===== src/rtl/sddr_pkg.sv =====
// Shared DDR3 init-sequencer types: FSM state encoding and {ras_n,cas_n,we_n} command encodings.
package sddr_pkg;

  typedef enum logic [3:0] {
    RST_HOLD = 4'd0,
    CKE_WAIT = 4'd1,
    XPR_WAIT = 4'd2,
    MRS2     = 4'd3,
    MRS3     = 4'd4,
    MRS1     = 4'd5,
    MRS0     = 4'd6,
    ZQCL     = 4'd7,
    ZQ_WAIT  = 4'd8,
    READY    = 4'd9
  } state_t;

  typedef logic [2:0] rcw_t;

  localparam rcw_t RCW_NOP  = 3'b111;
  localparam rcw_t RCW_MRS  = 3'b000;
  localparam rcw_t RCW_ZQCL = 3'b110;

  function automatic int max_int(input int a, input int b);
    if (a > b) begin
      return a;
    end else begin
      return b;
    end
  endfunction

endpackage


===== src/rtl/sddr_param_check.sv =====
// Elaboration-time guard on the init timing parameters; every wait must last at least one cycle.
module sddr_param_check #(
  parameter int T_RESET_CYC  = 1,
  parameter int T_CKE_CYC    = 1,
  parameter int T_XPR_CYC    = 1,
  parameter int T_MRD_CYC    = 1,
  parameter int T_ZQINIT_CYC = 1
) ();

  if ((T_RESET_CYC < 1) || (T_CKE_CYC < 1) || (T_XPR_CYC < 1) ||
      (T_MRD_CYC < 1) || (T_ZQINIT_CYC < 1)) begin : g_bad_timing
    $error("sddr_phy_init_cmd: all timing parameters must be >= 1");
  end

endmodule


===== src/rtl/sddr_wait_counter.sv =====
// Shared wait-state down-counter: reloaded on state entry, parks at zero.
module sddr_wait_counter #(
  parameter int WIDTH = 8
) (
  input  logic             clk,
  input  logic             load,
  input  logic [WIDTH-1:0] value,
  output logic             zero
);

  logic [WIDTH-1:0] cnt_r;

  // Load takes priority; otherwise count down until zero and hold there
  always_ff @(posedge clk) begin
    if (load) begin
      cnt_r <= value;
    end else if (cnt_r != {WIDTH{1'b0}}) begin
      cnt_r <= cnt_r - WIDTH'(1'b1);
    end else begin
      cnt_r <= cnt_r;
    end
  end

  assign zero = (cnt_r == {WIDTH{1'b0}});

endmodule


===== src/rtl/sddr_phy_init_cmd.sv =====
// DDR3 PHY power-up sequencer (reset, CKE, MRS2/3/1/0, ZQCL) followed by a
// one-cycle-latency controller command pass-through once READY.
module sddr_phy_init_cmd
  import sddr_pkg::*;
#(
  parameter int BANK_BITS    = 3,
  parameter int ROW_BITS     = 13,
  parameter int T_RESET_CYC  = 40000,
  parameter int T_CKE_CYC    = 100000,
  parameter int T_XPR_CYC    = 72,
  parameter int T_MRD_CYC    = 4,
  parameter int T_ZQINIT_CYC = 512,
  parameter logic [ROW_BITS-1:0] MR0 = {ROW_BITS{1'b0}},
  parameter logic [ROW_BITS-1:0] MR1 = {ROW_BITS{1'b0}},
  parameter logic [ROW_BITS-1:0] MR2 = {ROW_BITS{1'b0}},
  parameter logic [ROW_BITS-1:0] MR3 = {ROW_BITS{1'b0}}
) (
  input  logic                 in_ddr_clock_i,
  input  logic                 in_phy_reset_p_i,
  input  logic                 reinit_i,
  output logic                 init_done_o,
  output logic                 ck_en_o,
  input  logic                 cmd_valid_i,
  output logic                 cmd_ready_o,
  input  logic [2:0]           cmd_rcw_i,
  input  logic [BANK_BITS-1:0] cmd_ba_i,
  input  logic [ROW_BITS-1:0]  cmd_addr_i,
  output logic                 ddr3_reset_n_o,
  output logic                 ddr3_cke_o,
  output logic                 ddr3_cs_n_o,
  output logic                 ddr3_ras_n_o,
  output logic                 ddr3_cas_n_o,
  output logic                 ddr3_we_n_o,
  output logic [BANK_BITS-1:0] ddr3_ba_o,
  output logic [ROW_BITS-1:0]  ddr3_addr_o
);

  localparam int T_MAX = max_int(max_int(max_int(T_RESET_CYC, T_CKE_CYC),
                                         max_int(T_XPR_CYC, T_MRD_CYC)), T_ZQINIT_CYC);
  localparam int CNT_W = $clog2(T_MAX + 1);

  localparam logic [CNT_W-1:0] LD_RESET = CNT_W'(T_RESET_CYC - 1);
  localparam logic [CNT_W-1:0] LD_CKE   = CNT_W'(T_CKE_CYC - 1);
  localparam logic [CNT_W-1:0] LD_XPR   = CNT_W'(T_XPR_CYC - 1);
  localparam logic [CNT_W-1:0] LD_MRD   = CNT_W'(T_MRD_CYC - 1);
  localparam logic [CNT_W-1:0] LD_ZQ    = CNT_W'(T_ZQINIT_CYC - 1);

  state_t               state_r;
  state_t               nxt_state_s;
  logic                 load_s;
  logic                 zero_s;
  logic                 enter_s;
  logic                 cmd_acc_s;
  logic [CNT_W-1:0]     load_val_s;
  rcw_t                 rcw_r;
  logic [BANK_BITS-1:0] ba_r;
  logic [ROW_BITS-1:0]  addr_r;

  sddr_param_check #(
    .T_RESET_CYC (T_RESET_CYC),
    .T_CKE_CYC   (T_CKE_CYC),
    .T_XPR_CYC   (T_XPR_CYC),
    .T_MRD_CYC   (T_MRD_CYC),
    .T_ZQINIT_CYC(T_ZQINIT_CYC)
  ) u_param_check ();

  sddr_wait_counter #(.WIDTH(CNT_W)) u_wait_cnt (
    .clk  (in_ddr_clock_i),
    .load (load_s),
    .value(load_val_s),
    .zero (zero_s)
  );

  // Next-state selection and the wait length to load for the state being entered
  always_comb begin
    nxt_state_s = state_r;
    load_val_s  = LD_RESET;
    if (in_phy_reset_p_i) begin
      nxt_state_s = RST_HOLD;
    end else begin
      case (state_r)
        RST_HOLD: if (zero_s) begin nxt_state_s = CKE_WAIT; load_val_s = LD_CKE; end else nxt_state_s = RST_HOLD;
        CKE_WAIT: if (zero_s) begin nxt_state_s = XPR_WAIT; load_val_s = LD_XPR; end else nxt_state_s = CKE_WAIT;
        XPR_WAIT: if (zero_s) begin nxt_state_s = MRS2;     load_val_s = LD_MRD; end else nxt_state_s = XPR_WAIT;
        MRS2:     if (zero_s) begin nxt_state_s = MRS3;     load_val_s = LD_MRD; end else nxt_state_s = MRS2;
        MRS3:     if (zero_s) begin nxt_state_s = MRS1;     load_val_s = LD_MRD; end else nxt_state_s = MRS3;
        MRS1:     if (zero_s) begin nxt_state_s = MRS0;     load_val_s = LD_MRD; end else nxt_state_s = MRS1;
        MRS0:     if (zero_s) nxt_state_s = ZQCL; else nxt_state_s = MRS0;
        ZQCL:     begin nxt_state_s = ZQ_WAIT; load_val_s = LD_ZQ; end
        ZQ_WAIT:  if (zero_s) nxt_state_s = READY; else nxt_state_s = ZQ_WAIT;
        READY:    if (reinit_i) nxt_state_s = RST_HOLD; else nxt_state_s = READY;
        default:  nxt_state_s = RST_HOLD;
      endcase
    end
  end

  assign enter_s     = (nxt_state_s != state_r);
  assign load_s      = in_phy_reset_p_i || enter_s;
  assign cmd_ready_o = (state_r == READY) && !reinit_i;
  assign cmd_acc_s   = cmd_ready_o && cmd_valid_i;

  // State register plus pin flops; pin values reflect the state being entered
  always_ff @(posedge in_ddr_clock_i) begin
    if (in_phy_reset_p_i) begin
      state_r        <= RST_HOLD;
      ddr3_reset_n_o <= 1'b0;
      ddr3_cke_o     <= 1'b0;
      ck_en_o        <= 1'b0;
      init_done_o    <= 1'b0;
      rcw_r          <= RCW_NOP;
      ba_r           <= {BANK_BITS{1'b0}};
      addr_r         <= {ROW_BITS{1'b0}};
    end else begin
      state_r        <= nxt_state_s;
      ddr3_reset_n_o <= (nxt_state_s != RST_HOLD);
      ddr3_cke_o     <= (nxt_state_s != RST_HOLD) && (nxt_state_s != CKE_WAIT);
      ck_en_o        <= (nxt_state_s != RST_HOLD);
      init_done_o    <= (nxt_state_s == READY);
      rcw_r          <= RCW_NOP;
      ba_r           <= {BANK_BITS{1'b0}};
      addr_r         <= {ROW_BITS{1'b0}};
      if (cmd_acc_s) begin
        rcw_r  <= cmd_rcw_i;
        ba_r   <= cmd_ba_i;
        addr_r <= cmd_addr_i;
      end else if (enter_s) begin
        // Only the first cycle of an MRS/ZQCL state carries the command
        case (nxt_state_s)
          MRS2:    begin rcw_r <= RCW_MRS; ba_r <= BANK_BITS'(2'd2); addr_r <= MR2; end
          MRS3:    begin rcw_r <= RCW_MRS; ba_r <= BANK_BITS'(2'd3); addr_r <= MR3; end
          MRS1:    begin rcw_r <= RCW_MRS; ba_r <= BANK_BITS'(2'd1); addr_r <= MR1; end
          MRS0:    begin rcw_r <= RCW_MRS; ba_r <= BANK_BITS'(2'd0); addr_r <= MR0; end
          ZQCL:    begin rcw_r <= RCW_ZQCL; addr_r[10] <= 1'b1; end
          default: rcw_r <= RCW_NOP;
        endcase
      end else begin
        rcw_r <= RCW_NOP;
      end
    end
  end

  assign ddr3_cs_n_o  = 1'b0;
  assign ddr3_ras_n_o = rcw_r[2];
  assign ddr3_cas_n_o = rcw_r[1];
  assign ddr3_we_n_o  = rcw_r[0];
  assign ddr3_ba_o    = ba_r;
  assign ddr3_addr_o  = addr_r;

endmodule


===== config.mk =====
export PLATFORM = sky130hd
export DESIGN_NAME = sddr_phy_init_cmd
export DESIGN_NICKNAME = d
export VERILOG_FILES = /design/src/rtl/sddr_pkg.sv /design/src/rtl/sddr_param_check.sv /design/src/rtl/sddr_wait_counter.sv /design/src/rtl/sddr_phy_init_cmd.sv
export SDC_FILE = /design/constraint.sdc
export NUM_CORES = 1
export LEC_CHECK = 0
export BUFFER_PORTS_ARGS = -buffer_cell sky130_fd_sc_hd__buf_2
export CAP_MARGIN = 15
export CORE_MARGIN = 4
export CORE_UTILIZATION = 57
export CTS_CLUSTER_DIAMETER = 200
export DETAILED_ROUTE_END_ITERATION = 12
export PLACE_DENSITY_LB_ADDON = 0.12
export SYNTH_ARGS = -nofsm -noshare
export SYNTH_HDL_FRONTEND = slang
export SYNTH_SLANG_ARGS = --single-unit

===== constraint.sdc =====
create_clock -name in_ddr_clock_i -period 3.69 [get_ports in_ddr_clock_i]
set_input_delay 0.738 -clock in_ddr_clock_i [delete_from_list [all_inputs] [get_ports in_ddr_clock_i]]
set_output_delay 0.738 -clock in_ddr_clock_i [all_outputs]
set_load 0.005 [all_outputs]

# After elaboration in Yosys (flattened, before gate mapping)
# Index checks and enable logic that the tools add are counted.
[totals]
register_bits = 43
input_bits = 23
word_cells = 65
[op_classes]
addsub = 1
eq_ne = 17
n_mux = 27
reduce_logical = 12
[op_table]
columns = ["operator", "count"]
rows = [
  ["$mux W17", 4],
  ["$pmux W17 S4", 1],
  ["$pmux W4 S10", 1],
  ["$eq A4 B3 Y1 const B", 8],
  ["$mux W16", 2],
  ["$logic_not A17 Y1", 1],
  ["$reduce_bool A17 Y1", 1],
  ["$sub A17 B1 Y17 const B", 1],
  ["$mux W13", 1],
  ["$eq A4 B2 Y1 const B", 3],
  ["$eq A4 B4 Y1 const B", 3],
  ["$mux W3", 4],
  ["$mux W11", 1],
  ["$mux W4", 2],
  ["$reduce_or A4 Y1", 2],
  ["$mux W1", 6],
  ["$mux W2", 3],
  ["$pmux W2 S3", 1],
  ["$pmux W3 S2", 1],
  ["$eq A4 B1 Y1 const B", 1],
  ["$logic_not A4 Y1", 1],
  ["$ne A4 B1 Y1 const B", 1],
  ["$ne A4 B4 Y1", 1],
  ["$reduce_bool A4 Y1", 1],
  ["other kinds (4)", 6],
]

# Logic depth before layout (Yosys ltp)
[depth]
word_depth = 9
ltp_mapped = 9
depth_no_buf = 8

# Cells and area by module
# A second synthesis with hierarchy kept.
[unflattened]
cells_unflattened = 222
area_unflattened_um2 = 2188.3
[modules_own_cells]
columns = ["module", "n_inst", "cells_per_inst", "area_per_inst_um2", "seq_area_each_um2"]
rows = [
  ["sddr_phy_init_cmd", 1, 124, 1164.9, 520.5],
  ["sddr_wait_counter", 1, 98, 1023.5, 510.5],
]

# Worst setup path before layout
# No wires, ideal clock.
[synth_path]
path_kind = "input to register"
start = "input port in_phy_reset_p_i"
end = "register u_wait_cnt.cnt_r[0] (enable)"
arrival_ps = 2241
required_time_ps = 3315
path_slack_ps = 1075
path_stages = 5
path_buffers = 1
cell_sequence = "clkbuf_1 -> o41ai_1 -> o31ai_2 -> nor2_1 -> nand2_1"
[synth_via]
elab_chain_len = 4
[synth_lines]
columns = ["item", "line_no", "text"]
rows = [
  ["start, declared", "sddr_phy_init_cmd.sv:19", "input logic in_phy_reset_p_i,"],
  ["$mux W4", "sddr_phy_init_cmd.sv:78", "if (in_phy_reset_p_i) begin"],
  ["$ne A4 B4 Y1", "sddr_phy_init_cmd.sv:97", "assign enter_s = (nxt_state_s != state_r);"],
  ["$logic_or A1 B1 Y1 (*)", "sddr_phy_init_cmd.sv:98", "assign load_s = in_phy_reset_p_i || enter_s;"],
  ["$reduce_bool A2 Y1 (no line) (*)", "--", ""],
  ["end signal, assigned", "sddr_wait_counter.sv:16", "cnt_r <= value;"],
  ["end signal, assigned", "sddr_wait_counter.sv:18", "cnt_r <= cnt_r - WIDTH'(1'b1);"],
  ["end signal, assigned", "sddr_wait_counter.sv:20", "cnt_r <= cnt_r;"],
  ["end, declared", "sddr_wait_counter.sv:11", "logic [WIDTH-1:0] cnt_r;"],
]
# Mark *: on every way between the ends. The rest lies on a longest branch, timed or not.
# A chain may end at the register's enable or synchronous reset.

# Worst setup path in the final report
[layout_path]
start = "register u_wait_cnt.cnt_r[0]"
end = "register u_wait_cnt.cnt_r[11] (enable)"
[layout_via]
elab_chain_len = 7
elab_cells_between_ends = 15
classes_between = "eq/ne (1); mux (10); reduce/logical (4)"
[layout_lines]
columns = ["item", "line_no", "text"]
rows = [
  ["$logic_not A17 Y1", "sddr_wait_counter.sv:24", "assign zero = (cnt_r == {WIDTH{1'b0}});"],
  ["$mux W1 (tied with other cells)", "--", ""],
  ["$pmux W4 S10", "sddr_phy_init_cmd.sv:81", "case (state_r)"],
  ["$mux W4", "sddr_phy_init_cmd.sv:78", ""],
  ["$ne A4 B4 Y1", "sddr_phy_init_cmd.sv:97", ""],
  ["$logic_or A1 B1 Y1", "sddr_phy_init_cmd.sv:98", ""],
  ["$reduce_bool A2 Y1 (no line) (*)", "--", ""],
]
# Marks and branches as above.

==> results.sh <==
export IMPL_outcome="complete, no violations"
export IMPL_reg2reg_slack_ns=0.90
export IMPL_synth_top_area_share=0.244
export IMPL_crit_path_cell_trace="inv_1, ha_1, nor4b_2, nand4_2, buf_4, o31ai_2, nor2_1, nand2_1, buf_4"
export IMPL_synth_common_cells="dfxtp_1 (26), nor2_1 (24), edfxtp_1 (17)"
export IMPL_final_setup_tns_ns=0
export IMPL_grt_max_degree=24
export IMPL_synth_seq_area_share=0.483
export IMPL_min_to="ddr3_addr_o[2]$_SDFF_PP0_"
export IMPL_die_area_um2=4790
export IMPL_slew_headroom=0.444
export IMPL_cts_resized=0
export IMPL_period_share=0.757
export IMPL_maxCapViolations=0
export IMPL_syn_avg_cell_area_um2=9.62
export IMPL_wl_um=4530
export IMPL_drt_iter0_markers=135
export IMPL_grt_use_total=0.200
export IMPL_pin_count=48
export IMPL_rr_startpoint="u_wait_cnt.cnt_r[0]$_SDFFCE_PN1P_"
export IMPL_core_area_um2=3470
export IMPL_vias=1763
export IMPL_via_per_inst=5.65
export IMPL_synth_edf_count=17
export IMPL_critical_path_slowest_cell="edfxtp_1"
export IMPL_holdPathStages=2
export IMPL_cts_root_buf="clkbuf_8"
export IMPL_cpPeakStageDelay_ns=0.46
export IMPL_cts_buffers=5
export IMPL_critPathKind="flip-flop to flip-flop"
export IMPL_timing_final_crit_period_ns=2.79
export IMPL_antenna_found_initial=0
export IMPL_fin_skew_ns=0.00554
export IMPL_die_y_um=69.2
export IMPL_crit_top_cell="buf_4"
export IMPL_area_growth_pct=16.1
export IMPL_insertedDiodeCount=0
export IMPL_clk_pin_slew_ns=0.08
export IMPL_clockBufferDepth=2
export IMPL_crit_buf_inv=3
export IMPL_syn_nets=247
export IMPL_yosysMostFrequentCell="dfxtp_1"
export IMPL_slew_violations=0
export IMPL_ant_nets=0
export IMPL_insertion_delay_ns=0.29
export IMPL_cts_tree="done"
export IMPL_drc=0
export IMPL_r2r_end="u_wait_cnt.cnt_r[11]$_DFFE_PP_"
export IMPL_final_hold_violation_count=0
export IMPL_dpl_hpwl_um=3420
export IMPL_htreeDepth=2
export IMPL_die_w_um=69.2
export IMPL_cts_setup_buffers=0
export IMPL_layout_drive_gt1_share=0.271
export IMPL_p_leak_nw=1.01
export IMPL_crit_arrival_ns=2.79
export IMPL_tightest_slew_ns=0.830
export IMPL_fmax_mhz=358
export IMPL_yosysUniqueCellTypes=52
export IMPL_cp_top_family="simple AND/OR/NAND/NOR gates"
export IMPL_place_gp_congestion=0.900
export IMPL_synthTopCellsByArea="dfxtp_1 (24%), edfxtp_1 (24%), nor2_1 (4.2%)"
export IMPL_yosysTopAreaCell="dfxtp_1"
export IMPL_wire_per_inst_um=14.5
export IMPL_synth_ff_type="dfxtp_1"
export IMPL_postCtsHoldBufs=0
export IMPL_crit_path_start_kind="flip-flop"
export IMPL_min_path_type="input port to flip-flop"
export IMPL_synth_area_um2=2140
export IMPL_grt_pass1_vias=1688
export IMPL_end_kind="flip-flop"
export IMPL_setup_viol=0
export IMPL_synthArstFlopShare=0
export IMPL_power_density_nw_per_um2=346
export IMPL_hp_start="cmd_addr_i[2]"
export IMPL_portBuffers=46
export IMPL_netlist_instances=222
export IMPL_power_total_w=0.000858
export IMPL_clock_sinks=43
export IMPL_grt_pass1_wl_um=7810
export IMPL_yosys_register_bits=43
export IMPL_std_cell_rows=21
export IMPL_rsz0062_at_grt="no"
export IMPL_rr_worst_depth=9
export IMPL_overflow=0
export IMPL_final_nets=290
export IMPL_path_max_fanout=14
export IMPL_crit_required_ns=3.69
export IMPL_drtPass1Iterations=4
export IMPL_ir_drop_uv=255
export IMPL_initial_core_util=0.616
export IMPL_yosysWarnings=0
==> how the worst max path moves through the flow <==
stage,from,endpoint,cells after the start
after detailed placement,reinit_i,u_wait_cnt.cnt_r[2]$_DFFE_PP_,7
after floorplan,in_phy_reset_p_i,u_wait_cnt.cnt_r[0]$_SDFFCE_PN1P_,5
after CTS,u_wait_cnt.cnt_r[0]$_SDFFCE_PN1P_,u_wait_cnt.cnt_r[8]$_DFFE_PP_,9
final,u_wait_cnt.cnt_r[0]$_SDFFCE_PN1P_,u_wait_cnt.cnt_r[11]$_DFFE_PP_,9
after global placement,reinit_i,u_wait_cnt.cnt_r[10]$_DFFE_PP_,7
after global routing,u_wait_cnt.cnt_r[0]$_SDFFCE_PN1P_,u_wait_cnt.cnt_r[8]$_DFFE_PP_,9
==> per-layer routing <==
layer	global-route usage	share of wire	vias up
met4	0.0694	0.015	0
met5	0	0	-
met1	0.275	0.43	800
li1	-	-	876
met3	0.0493	0.092	10
met2	0.307	0.46	77
==> cells in the final DEF, fill, tap and decap left out, types with 2 or more instances in the layout <==
| cell type | Yosys | routed |
|---|---|---|
| a211oi_1 | 2 | 2 |
| a21o_1 | 2 | 2 |
| a21oi_1 | 14 | 14 |
| and2_1 | 14 | 14 |
| and3_1 | 2 | 2 |
| buf_2 | 3 | 46 |
| buf_4 | 3 | 2 |
| clkbuf_8 | 0 | 5 |
| dfxtp_1 | 26 | 26 |
| edfxtp_1 | 17 | 17 |
| ha_1 | 2 | 2 |
| inv_1 | 8 | 8 |
| nand2_1 | 15 | 15 |
| nand2b_1 | 4 | 4 |
| nand3_1 | 2 | 2 |
| nand3b_1 | 2 | 2 |
| nand4_1 | 2 | 2 |
| nor2_1 | 24 | 24 |
| nor3_1 | 13 | 13 |
| nor3_2 | 2 | 2 |
| nor4_1 | 6 | 6 |
| nor4_2 | 2 | 2 |
| o211ai_1 | 2 | 2 |
| o21a_1 | 3 | 3 |
| o21ai_0 | 5 | 5 |
| o21ai_1 | 2 | 2 |
| o21ai_2 | 2 | 2 |
| or2_2 | 2 | 2 |
| or3_1 | 2 | 2 |
| or4_4 | 2 | 2 |
| xnor2_1 | 8 | 8 |
| xor2_1 | 5 | 5 |
==> state kept, by name, summed over array words and instances (netlist names) <==
register,flops
ddr3_addr_o,13
ddr3_ba_o,3
ddr3_cke_o,1
ddr3_reset_n_o,1
init_done_o,1
rcw_r,3
state_r,4
u_wait_cnt.cnt_r,17
==> through the flow <==
stage | worst slack, ns | utilization | area, um^2 | hold WS [ns] | instances
2_1_floorplan | 1.07 | - | 2140 | 0.586 | 222
3_3_place_gp | 0.880 | 0.684 | 2370 | 0.612 | 304
3_5_place_dp | 0.820 | 0.684 | 2370 | 0.628 | 304
4_1_cts | 0.901 | 0.715 | 2480 | 0.628 | 312
5_1_grt | 0.687 | 0.715 | 2480 | 0.637 | 312
6_report | 0.897 | 0.715 | 2480 | 0.635 | 312
==> cell type report <==
type | instances | area, um^2
multi-input combinational | 159 | 1010
tap | 46 | 57.6
fill | 290 | 990
inverter | 8 | 30.0
clock buffer | 6 | 93.8
clock inverter | 2 | 13.8
sequential | 43 | 1030
timing repair buffer | 48 | 245
==> where the power goes <==
group | leakage, nW | switching [W] | internal [W] | total (W)
sequential | 0.379 | 0.00000390 | 0.000493 | 0.000497
clock | 0.0563 | 0.000157 | 0.000174 | 0.000331
combinational | 0.577 | 0.0000161 | 0.0000135 | 0.0000296
==> logic make-up after synthesis <==
logic type	after synthesis	synth area share
xor gates and xnor gates	13	0.0533
other	1	0.00176
DFF	43	0.483
AOI/OAI and AO/OA	43	0.136
buffers and inverters	20	0.0457
and+or+nand+nor	100	0.269
adders and majority gates	2	0.0117
Note: power is estimated with default switching activity, not from simulation.
